[src/rtl/mem_access_ctrl_pkg.sv]
// Shared constants for the memory access controller: FSM state encoding,
// access size codes, requester owner IDs and the default abort timeout.
package mem_access_ctrl_pkg;

  localparam logic [1:0] ST_IDLE     = 2'd0;
  localparam logic [1:0] ST_ISSUE    = 2'd1;
  localparam logic [1:0] ST_WAIT_MOC = 2'd2;
  localparam logic [1:0] ST_DONE     = 2'd3;

  localparam logic [1:0] SZ_BYTE = 2'b00;
  localparam logic [1:0] SZ_HALF = 2'b01;
  localparam logic [1:0] SZ_WORD = 2'b10;

  localparam logic OWN_IF = 1'b0;
  localparam logic OWN_DT = 1'b1;

  localparam int TIMEOUT_CYCLES_DEF = 15;

endpackage

[src/rtl/mem_access_ctrl_arbiter.sv]
// Fixed-priority request select for the memory access controller.
// Data requests beat instruction fetches; a fetch is always a word read.
module mac_arbiter
  import mem_access_ctrl_pkg::*;
#(
  parameter int ADDR_W = 32
) (
  input  logic              if_req,
  input  logic [ADDR_W-1:0] if_addr,
  input  logic              dt_req,
  input  logic              dt_rw,
  input  logic [ADDR_W-1:0] dt_addr,
  input  logic [31:0]       dt_wdata,
  input  logic [1:0]        dt_size,
  output logic              grant,
  output logic              sel_owner,
  output logic              sel_rw,
  output logic [ADDR_W-1:0] sel_addr,
  output logic [31:0]       sel_wdata,
  output logic [1:0]        sel_size
);

  assign grant = dt_req | if_req;

  // Mux the winning requester's transaction fields
  always_comb begin
    if (dt_req) begin
      sel_owner = OWN_DT;
      sel_rw    = dt_rw;
      sel_addr  = dt_addr;
      sel_wdata = dt_wdata;
      sel_size  = dt_size;
    end else begin
      sel_owner = OWN_IF;
      sel_rw    = 1'b1;
      sel_addr  = if_addr;
      sel_wdata = '0;
      sel_size  = SZ_WORD;
    end
  end

endmodule

[src/rtl/mem_access_ctrl.sv]
// Memory access controller: arbitrates fetch/data requests onto a single
// MFA/MOC memory handshake. Optional MAC_TIMEOUT_EN adds a WAIT_MOC abort
// timer with a sticky err flag.
//
//   state       | meaning
//   ------------+-----------------------------------------------------
//   ST_IDLE     | no transaction; latch winner when any request is high
//   ST_ISSUE    | first mfa cycle with latched transaction
//   ST_WAIT_MOC | mfa held until mem_moc (or timeout)
//   ST_DONE     | mfa low, one-cycle done pulse to the owner
module mem_access_ctrl
  import mem_access_ctrl_pkg::*;
#(
  parameter int TIMEOUT_CYCLES = TIMEOUT_CYCLES_DEF,
  parameter int ADDR_W         = 32
) (
  input  logic              clk,
  input  logic              reset,
  input  logic              if_req,
  input  logic [ADDR_W-1:0] if_addr,
  input  logic              dt_req,
  input  logic              dt_rw,
  input  logic [ADDR_W-1:0] dt_addr,
  input  logic [31:0]       dt_wdata,
  input  logic [1:0]        dt_size,
  input  logic              mem_moc,
  input  logic [31:0]       mem_rdata,
  output logic              mem_mfa,
  output logic              mem_rw,
  output logic [ADDR_W-1:0] mem_addr,
  output logic [31:0]       mem_wdata,
  output logic [1:0]        mem_size,
  output logic              if_done,
  output logic              dt_done,
  output logic [31:0]       rdata,
  output logic              busy,
  output logic              err
);

  if (TIMEOUT_CYCLES < 1) begin : g_bad_timeout
    $error("TIMEOUT_CYCLES must be at least 1");
  end

  logic [1:0]        state;
  logic              owner;
  logic              grant;
  logic              sel_owner;
  logic              sel_rw;
  logic [ADDR_W-1:0] sel_addr;
  logic [31:0]       sel_wdata;
  logic [1:0]        sel_size;
  logic              to_hit;

  mac_arbiter #(.ADDR_W(ADDR_W)) u_arb (
    .if_req    (if_req),
    .if_addr   (if_addr),
    .dt_req    (dt_req),
    .dt_rw     (dt_rw),
    .dt_addr   (dt_addr),
    .dt_wdata  (dt_wdata),
    .dt_size   (dt_size),
    .grant     (grant),
    .sel_owner (sel_owner),
    .sel_rw    (sel_rw),
    .sel_addr  (sel_addr),
    .sel_wdata (sel_wdata),
    .sel_size  (sel_size)
  );

  // Decoded from state so mfa falls the instant reset forces IDLE
  assign mem_mfa = (state == ST_ISSUE) || (state == ST_WAIT_MOC);
  assign busy    = (state != ST_IDLE);
  assign if_done = (state == ST_DONE) && (owner == OWN_IF);
  assign dt_done = (state == ST_DONE) && (owner == OWN_DT);

`ifdef MAC_TIMEOUT_EN
  localparam int CNT_W = $clog2(TIMEOUT_CYCLES + 1);

  logic [CNT_W-1:0] to_cnt;

  assign to_hit = (state == ST_WAIT_MOC) && !mem_moc &&
                  (to_cnt == CNT_W'(TIMEOUT_CYCLES - 1));

  // Count WAIT_MOC cycles without moc; err sticks until reset
  always_ff @(posedge clk or posedge reset) begin
    if (reset) begin
      to_cnt <= '0;
      err    <= 1'b0;
    end else if (state == ST_WAIT_MOC && !mem_moc) begin
      if (to_hit) begin
        to_cnt <= '0;
        err    <= 1'b1;
      end else begin
        to_cnt <= to_cnt + 1'b1;
      end
    end else begin
      to_cnt <= '0;
    end
  end
`else
  assign to_hit = 1'b0;
  assign err    = 1'b0;
`endif

  // Main sequencer: latch winner in IDLE, hold it until DONE
  always_ff @(posedge clk or posedge reset) begin
    if (reset) begin
      state     <= ST_IDLE;
      owner     <= OWN_IF;
      mem_rw    <= 1'b0;
      mem_addr  <= '0;
      mem_wdata <= '0;
      mem_size  <= '0;
      rdata     <= '0;
    end else begin
      case (state)
        ST_IDLE: begin
          if (grant) begin
            owner     <= sel_owner;
            mem_rw    <= sel_rw;
            mem_addr  <= sel_addr;
            mem_wdata <= sel_wdata;
            mem_size  <= sel_size;
            state     <= ST_ISSUE;
          end
        end
        ST_ISSUE: state <= ST_WAIT_MOC;
        ST_WAIT_MOC: begin
          if (mem_moc) begin
            if (mem_rw) rdata <= mem_rdata;
            state <= ST_DONE;
          end else if (to_hit) begin
            state <= ST_DONE;
          end
        end
        ST_DONE: state <= ST_IDLE;
        default: state <= ST_IDLE;
      endcase
    end
  end

endmodule
[config.mk]
export PLATFORM = sky130hd
export DESIGN_NAME = mem_access_ctrl
export DESIGN_NICKNAME = d
export VERILOG_FILES = /design/src/rtl/mem_access_ctrl_pkg.sv /design/src/rtl/mem_access_ctrl_arbiter.sv /design/src/rtl/mem_access_ctrl.sv
export SDC_FILE = /design/constraint.sdc
export NUM_CORES = 1
export LEC_CHECK = 0
export ABC_CLOCK_PERIOD_IN_PS = 3500
export CORE_MARGIN = 1
export CORE_UTILIZATION = 36
export DETAILED_ROUTE_END_ITERATION = 8
export PLACE_DENSITY_LB_ADDON = 0.08
export SETUP_SLACK_MARGIN = 0.5
export SLEW_MARGIN = 20
export SYNTH_ARGS = -nofsm -noshare
export SYNTH_HDL_FRONTEND = slang
export SYNTH_HIERARCHICAL = 1
export SYNTH_SLANG_ARGS = --single-unit
[constraint.sdc]
create_clock -name clk -period 3.5 [get_ports clk]
set_clock_uncertainty 0.15 [all_clocks]
set_input_delay 0.7 -clock clk [delete_from_list [all_inputs] [get_ports clk]]
set_output_delay 0.7 -clock clk [all_outputs]
set_load 0.02 [all_outputs]
# Word level (Yosys, flattened, before mapping)
# Index checks and enable logic that the tools add are counted.
[word_totals] regBits=102 inputBits=136 output_inout_bits=104 elab_cells=30
[classes] n_eq_ne=5 mux=8 bitwise=2 reduce_logical=8
[op_table] operator="32-bit 2-to-1 mux" count=2
[op_table] operator="2-bit one-hot mux with 4 select lines" count=1
[op_table] operator="2-bit 2-to-1 mux" count=3
[op_table] operator="2-bit equality test, second input constant" count=2
[op_table] operator="2-bit != test, second input constant" count=2
[op_table] operator="2-bit AND reduction" count=2
[op_table] operator="3-bit AND reduction" count=1
[op_table] operator="2-bit by 1-bit equality test with 1-bit output, second input constant" count=1
[op_table] operator="1-bit logical AND" count=2
[op_table] operator="2-bit zero test" count=1
[op_table] operator="1-bit 2-to-1 mux" count=2
[op_table] operator="2-bit nonzero test" count=1
[op_table] operator="1-bit logical OR" count=1
[op_table] operator="1-bit inverter" count=1
[op_table] operator="1-bit bitwise OR" count=1

# Longest topological paths before layout
# Gate-level depths: netlist (run 1).
[logic_depth] ltp_word=3 depth_mapped=6 depth_no_buf=5

# By module
# The synthesis (run 1) kept the hierarchy.
[modules_own_cells] module="mem_access_ctrl" instances=1 cells_per_inst=231 area_each_um2=3961.3
[modules_own_cells] module="mac_arbiter" instances=1 cells_per_inst=76 area_each_um2=641.9

# Worst setup path before layout (run 1)
# No wires, ideal clock.
[synth_timing] path_type="in2reg" startpoint="in dt_req" endpoint="reg mem_size[0]" arrival_ns=1.882 required_time_ns=3.225 slack_ns=1.343 cell_stages=6 path_buffers=3 path_cell_list="buf_4 -> or2_2 -> nand2_1 -> buf_6 -> buf_6 -> mux2_4"
[synth_via] elab_chain_cells=2 word_cells_on_any_way=3 classes_between="1 x mux; 1 x bitwise; 1 x reduce/logical"
[synth_rtl] element="from (decl)" line_no="mem_access_ctrl.sv:21" source="input logic dt_req,"
[synth_rtl] element="1-bit bitwise OR" line_no="mem_access_ctrl_arbiter.sv:23" source="assign grant = dt_req | if_req;"
[synth_rtl] element="via grant" line_no="mem_access_ctrl.sv:46" source="logic grant;"
[synth_rtl] element="2-bit AND reduction (no line)"
[synth_rtl] element="to (signal assigned)" line_no="mem_access_ctrl.sv:123" source="mem_size <= sel_size;"
[synth_rtl] element="to (decl)" line_no="mem_access_ctrl.sv:32" source="output logic [1:0] mem_size,"
# The timed path passes the listed nets, and every way through them passes these cells.
# A chain may end at the register's enable or synchronous reset.

# Worst setup path in the final report (run 1)
[layout_timing] startpoint="reg state[0]" endpoint="out busy"
[layout_via] elab_chain_cells=1
[layout_rtl] element="from (decl)" line_no="mem_access_ctrl.sv:44" source="logic [1:0] state;"
[layout_rtl] element="from (signal assigned)" line_no="mem_access_ctrl.sv:108" source="state <= ST_IDLE;"
[layout_rtl] element="from (signal assigned)" line_no="mem_access_ctrl.sv:124" source="state <= ST_ISSUE;"
[layout_rtl] element="from (signal assigned)" line_no="mem_access_ctrl.sv:127" source="ST_ISSUE: state <= ST_WAIT_MOC;"
[layout_rtl] element="2-bit nonzero test" line_no="mem_access_ctrl.sv:72" source="assign busy = (state != ST_IDLE);"
[layout_rtl] element="to (decl)" line_no="mem_access_ctrl.sv:36" source="output logic busy,"
# No other way between the ends.

==> flow_metrics.py, run 1 <==
metrics = {
    "run_status": {
        "status": "finished clean",
    },
    "final_layout": {
        "layout_common_cells": "clkdlybuf4s50_1 (237), dfrtp_1 (102), mux2_2 (94)",
        "layout-drive-gt1-share_pct": 25.5,
        "area_growth_syn_to_layout_pct": 61.3,
        "final_util_pct": 60.8,
        "diodes": 0,
        "final_common_cell": "clkdlybuf4s50_1",
        "nets": 681,
    },
    "pwr": {
        "total_power_w": 0.00624,
        "peakVddDrop_mv": 0.331,
        "p_per_area_nw_per_um2": 840,
        "leakage_nw": 3.16,
    },
    "routing": {
        "dr_total_vias": 3249,
        "ant_nets": 0,
        "dr.pass1.iters": 3,
        "met3_length_um": 968,
        "routedWlPerCell_um": 15.8,
        "vias_per_cell": 4.55,
        "dr.max_layer_used": "met4",
        "wl_met2_um": 5650,
        "drt_iter0_drc": 107,
        "wl_met1_um": 4470,
        "wirelength_um": 11300,
        "drc": 0,
    },
    "floorplan": {
        "ios": 240,
        "start_util_pct": 37.7,
        "row_count": 40,
        "design.die.area_um2": 13200,
        "die_h_um": 115,
        "core_um2": 12200,
        "die_w_um": 115,
    },
    "critical_path": {
        "slowest_delay_ps": 620,
        "cp_common_cell": "inv_1",
        "worst_setup_path_end_kind": "output port",
        "worst-endpoint-required_ps": 2650,
        "crit_path_max_fanout": 3,
        "critPathLaunchType": "flip-flop",
        "crit_type": "flip-flop to output port",
        "critical-path-slowest-cell": "clkdlybuf4s50_1",
        "cp_cell_sequence": "inv_1, ha_1, inv_1, clkdlybuf4s50_1",
        "crit_arrival_ps": 1790,
    },
    "placement": {
        "numPortBuffers": 238,
        "place_congestion": 0.710,
        "hpwlAfterDp_um": 8320,
    },
    "clock_network": {
        "clk_latency_ps": 330,
        "post_cts_buffers": 0,
        "path_clk_slew_ps": 70,
        "hold_buffers": 0,
        "clock_sinks": 102,
        "root_buffer": "clkbuf_16",
        "cts_made_buffers": 9,
        "htree_levels": 3,
        "cts_tree": "built",
        "post_cts_resized": 0,
        "clockBufferDepth": 2,
    },
    "global_routing": {
        "grt_start_max_net_pins": 103,
        "grtUsageTotal_pct": 17.4,
        "grt_overflow": 0,
        "grt_pass1_vias": 3441,
        "antenna_found_initial": 0,
        "grt_pass1_wl_um": 17500,
    },
    "sta": {
        "period_minus_slack_ps": 2640,
        "max_freq_mhz": 378,
        "fin_tns_setup_ps": 0,
        "timing.final.crit_share_pct": 75.6,
        "worst_slew_pin_slew_ps": 806,
        "rsz0062_at_grt": "false",
        "max_slew_margin_pct": 46.2,
        "finalSetupViolations": 0,
        "slew_violations": 0,
        "hold_viol": 0,
    },
    "min_path": {
        "hold_class": "flip-flop to flip-flop",
    },
    "yosys": {
        "netlist_area_um2": 4600,
        "yosysTopAreaCellShare_pct": 55.4,
        "avgSynthCellArea_um2": 15.0,
        "synth_fp_nets": 447,
        "ys_ff_latch": 102,
        "synth_warnings": 6,
        "seq_area_frac_synth_pct": 55.4,
        "syn_inst": 307,
        "synthDistinctLibCells": 19,
        "synth_area_leader_cell": "dfrtp_1",
        "synth_area_leaders": "dfrtp_1 (55%), mux2_2 (23%), mux2_4 (6.5%), mux2_1 (4.6%), and2_1 (4.6%)",
    },
    "run": {
        "drv_cap": 0,
    },
}
## where the power goes
part           switching (W)  total [W]  internal, W
Sequential          0.000281    0.00202      0.00174
Clock               0.000443    0.00100     0.000557
Combinational        0.00143    0.00321      0.00178
Total                0.00216    0.00624      0.00408
## per-stage QoR
stage | area (um^2) | instances | setup WS, ps | hold WS, ps
floorplan | 4610 | 307 | 1340 | 345
global placement | 7120 | 698 | 781 | 322
detailed placement | 7120 | 698 | 763 | 330
CTS | 7420 | 714 | 824 | 347
global route | 7420 | 714 | 750 | 356
finish | 7420 | 714 | 856 | 338
## cell usage after synthesis
| library cell | count |
|---|---|
| mux2_4 | 20 |
| conb_1 | 1 |
| and2_1 | 34 |
| dfrtp_1 | 102 |
| nand3_2 | 1 |
| mux2_2 | 94 |
| nand2_1 | 1 |
| mux2_1 | 19 |
| nor2b_1 | 2 |
| ha_1 | 4 |
| buf_6 | 3 |
| inv_1 | 5 |
| a21oi_1 | 1 |
| or2_2 | 1 |
| nand2b_1 | 2 |
| clkbuf_1 | 1 |
| o32a_1 | 1 |
| buf_2 | 7 |
| buf_4 | 8 |
## logic make-up after synthesis
kind of cell | count (synthesis) | share of synthesized area, %
AND/OR/NAND/NOR | 41 | 5.60
flip-flops | 102 | 55.4
buffers and inverters | 24 | 3.29
adder cells (fa/ha/maj) | 4 | 1.09
multiplexers | 133 | 34.2
AO/OA/AOI/OAI | 2 | 0.326
other | 1 | 0.0815
## worst max-delay path: cells and delay by family (launching register included)
family | cells | cell delay, ps
fa+ha+maj | 1 | 280
buf+inv | 3 | 790
flops | 1 | 380
## metal layers
metal / vias to the layer above / global-route usage, %
met5: - / 0
met4: 0 / 7.19
met3: 12 / 5.59
met2: 135 / 30.0
met1: 1575 / 19.8
li1: 1527 / -
## worst paths after layout
path                                end  cells after the start  slack [ps]  startpoint
max reg2reg                   rdata[22]                      4        1290    state[0]
min reg2reg                   rdata[15]                      1         340   rdata[15]
max                                busy                      4         860    state[0]
max in group asynchronous  mem_addr[27]                      3        2050       reset
min                           rdata[15]                      1         340   rdata[15]
min in group asynchronous  mem_addr[12]                      3         720       reset
## registers in the layout, indices dropped and copies added (netlist names)
register / flops
owner: 1
mem_rw: 1
mem_wdata: 32
rdata: 32
mem_size: 2
mem_addr: 32
state: 2
## area by class of cell
type,instances,area (um^2)
fillers,1062,4790
flip-flops and latches,102,2550
repair buffers,242,2430
multi-input cells,181,1910
clock buffers,9,225
well taps,168,210
clock inverters,7,73.8
inverters,5,22.5
Note: power is estimated with default switching activity, not from simulation.
==> inputs of run 2 (changes only) <==
--- a/config.mk
+++ b/config.mk
@@ -5,9 +5,9 @@
 export SDC_FILE = /design/constraint.sdc
 export NUM_CORES = 1
 export LEC_CHECK = 0
-export ABC_CLOCK_PERIOD_IN_PS = 3500
+export ABC_CLOCK_PERIOD_IN_PS = 2700
 export CORE_MARGIN = 1
-export CORE_UTILIZATION = 36
+export CORE_UTILIZATION = 40
 export DETAILED_ROUTE_END_ITERATION = 8
 export PLACE_DENSITY_LB_ADDON = 0.08
 export SETUP_SLACK_MARGIN = 0.5
==> constraint.sdc (replaced) <==
create_clock -name clk -period 2.7 [get_ports clk]
set_clock_uncertainty 0.15 [all_clocks]
set_input_delay 0.54 -clock clk [delete_from_list [all_inputs] [get_ports clk]]
set_output_delay 0.54 -clock clk [all_outputs]
set_load 0.02 [all_outputs]
==> flow_metrics.py, run 2 (synthesis gave the netlist of run 1 again) <==
metrics = {
    "routing": {
        "drc": 0,
        "wl_met2_um": 5360,
        "wl_met1_um": 4360,
        "vias_per_cell": 4.75,
        "met3_length_um": 1090,
        "routedWlPerCell_um": 16.2,
        "dr.pass1.iters": 4,
        "dr_total_vias": 3270,
        "wirelength_um": 11100,
        "ant_nets": 0,
        "drt_iter0_drc": 72,
        "dr.max_layer_used": "met4",
    },
    "critical_path": {
        "crit_type": "flip-flop to output port",
        "critPathCapture": "mem_mfa",
        "worstReg2RegStart": "state[0]",
        "critPathLaunchType": "flip-flop",
        "crit_arrival_ps": 1420,
        "worst_setup_path_end_kind": "output port",
        "worst-endpoint-required_ps": 2010,
        "crit_path_max_fanout": 4,
        "r2r_cells": 5,
        "r2r-end": "rdata[5]",
        "reg2reg_slack_ps": 860,
        "crit_start": "state[1]",
    },
    "final_layout": {
        "nets": 683,
        "reg_top3": "mem_addr (32), mem_wdata (32), rdata (32)",
        "final_util_pct": 67.7,
        "fin_area_um2": 7460,
        "final_common_cell": "clkdlybuf4s50_1",
        "layout-drive-gt1-share_pct": 25.5,
        "layout_common_cells": "clkdlybuf4s50_1 (233), dfrtp_1 (102), mux2_2 (94)",
        "area_growth_syn_to_layout_pct": 62.2,
        "diodes": 0,
    },
    "floorplan": {
        "design.die.area_um2": 11900,
        "die_h_um": 109,
        "ios": 240,
        "row_count": 38,
        "core_um2": 11000,
        "start_util_pct": 41.7,
        "die_w_um": 109,
    },
    "sta": {
        "rsz0062_at_grt": "false",
        "worst_slew_pin_slew_ps": 520,
        "slew_violations": 0,
        "fin_ws_ps": 594,
        "max_freq_mhz": 475,
        "hold_viol": 0,
        "finalSetupViolations": 0,
        "timing.final.crit_share_pct": 78.0,
        "fin_tns_setup_ps": 0,
        "max_slew_margin_pct": 65.2,
        "period_minus_slack_ps": 2110,
    },
    "placement": {
        "hpwlAfterDp_um": 8210,
        "place_congestion": 0.726,
        "dp_slack_ps": 417,
        "numPortBuffers": 238,
        "placed_cell_area_um2": 7140,
    },
    "global_routing": {
        "grt_pass1_wl_um": 17400,
        "grt_pass1_vias": 3489,
        "grtUsageTotal_pct": 19.3,
        "grt_overflow": 0,
        "antenna_found_initial": 0,
        "grt_start_max_net_pins": 69,
    },
    "min_path": {
        "hold_class": "flip-flop to flip-flop",
    },
    "clock_network": {
        "root_buffer": "clkbuf_16",
        "clockBufferDepth": 2,
        "hold_buffers": 0,
        "cts_tree": "built",
        "clk_latency_ps": 330,
        "path_clk_slew_ps": 70,
        "clock_sinks": 102,
        "htree_levels": 3,
        "cts_made_buffers": 9,
        "post_cts_buffers": 0,
    },
    "run_status": {
        "status": "finished clean",
    },
    "pwr": {
        "leakage_nw": 3.19,
        "p_per_area_nw_per_um2": 1100,
        "peakVddDrop_mv": 0.553,
    },
    "run": {
        "drv_cap": 0,
    },
}
[run 2: worst min-delay path by stage]
stage,start,endpoint,slack [ps],cells after the start
after global placement,rdata[24],rdata[24],320,1
after detailed placement,rdata[18],rdata[18],330,1
after CTS,rdata[26],rdata[26],350,1
after global routing,rdata[26],rdata[26],360,1
final,rdata[18],rdata[18],340,1
after floorplan,owner,owner,340,1
[run 2: critical path, cell delays in order (launching register included)]
cell and delay [ps]:
dfrtp_1 390, inv_1 100, ha_4 270, clkdlybuf4s15_1 330
[run 2: report_power, final]
part	switching, W	internal [W]	total, W	leakage (nW)
registers	0.000370	0.00226	0.00263	1.24
logic	0.00187	0.00232	0.00419	1.81
clock network	0.000542	0.000815	0.00136	0.150
total	0.00278	0.00540	0.00818	3.19
[run 2: area by class of cell]
cell class / count / area [um^2]
repair buffers: 244 / 2480
well taps: 140 / 175
multi-input cells: 181 / 1920
inverters: 5 / 22.5
flip-flops and latches: 102 / 2550
clock buffers: 11 / 233
clock inverters: 5 / 81.3
fillers: 857 / 3570
[run 2: through the flow]
stage | std cells | power, W | hold slack (ps)
after floorplan | 307 | 0.00489 | 345
after global placement | 672 | 0.00680 | 323
after detailed placement | 672 | 0.00689 | 331
after CTS | 688 | 0.00827 | 346
after global routing | 688 | 0.00864 | 356
final | 688 | 0.00818 | 341
[run 2: timing repair]
| item | 4_1_cts | 5_1_grt |
|---|---|---|
| gates cloned | 0 | 0 |
| endpoints found under the setup margin | 4 | 2 |
| gates resized for setup | 4 | 3 |
[run 2: layer usage]
layer  GRT usage, %  up-vias
met5              0        -
met4           8.95        0
met3           6.40       21
met2           32.4      157
met1           22.3     1564
li1               -     1528
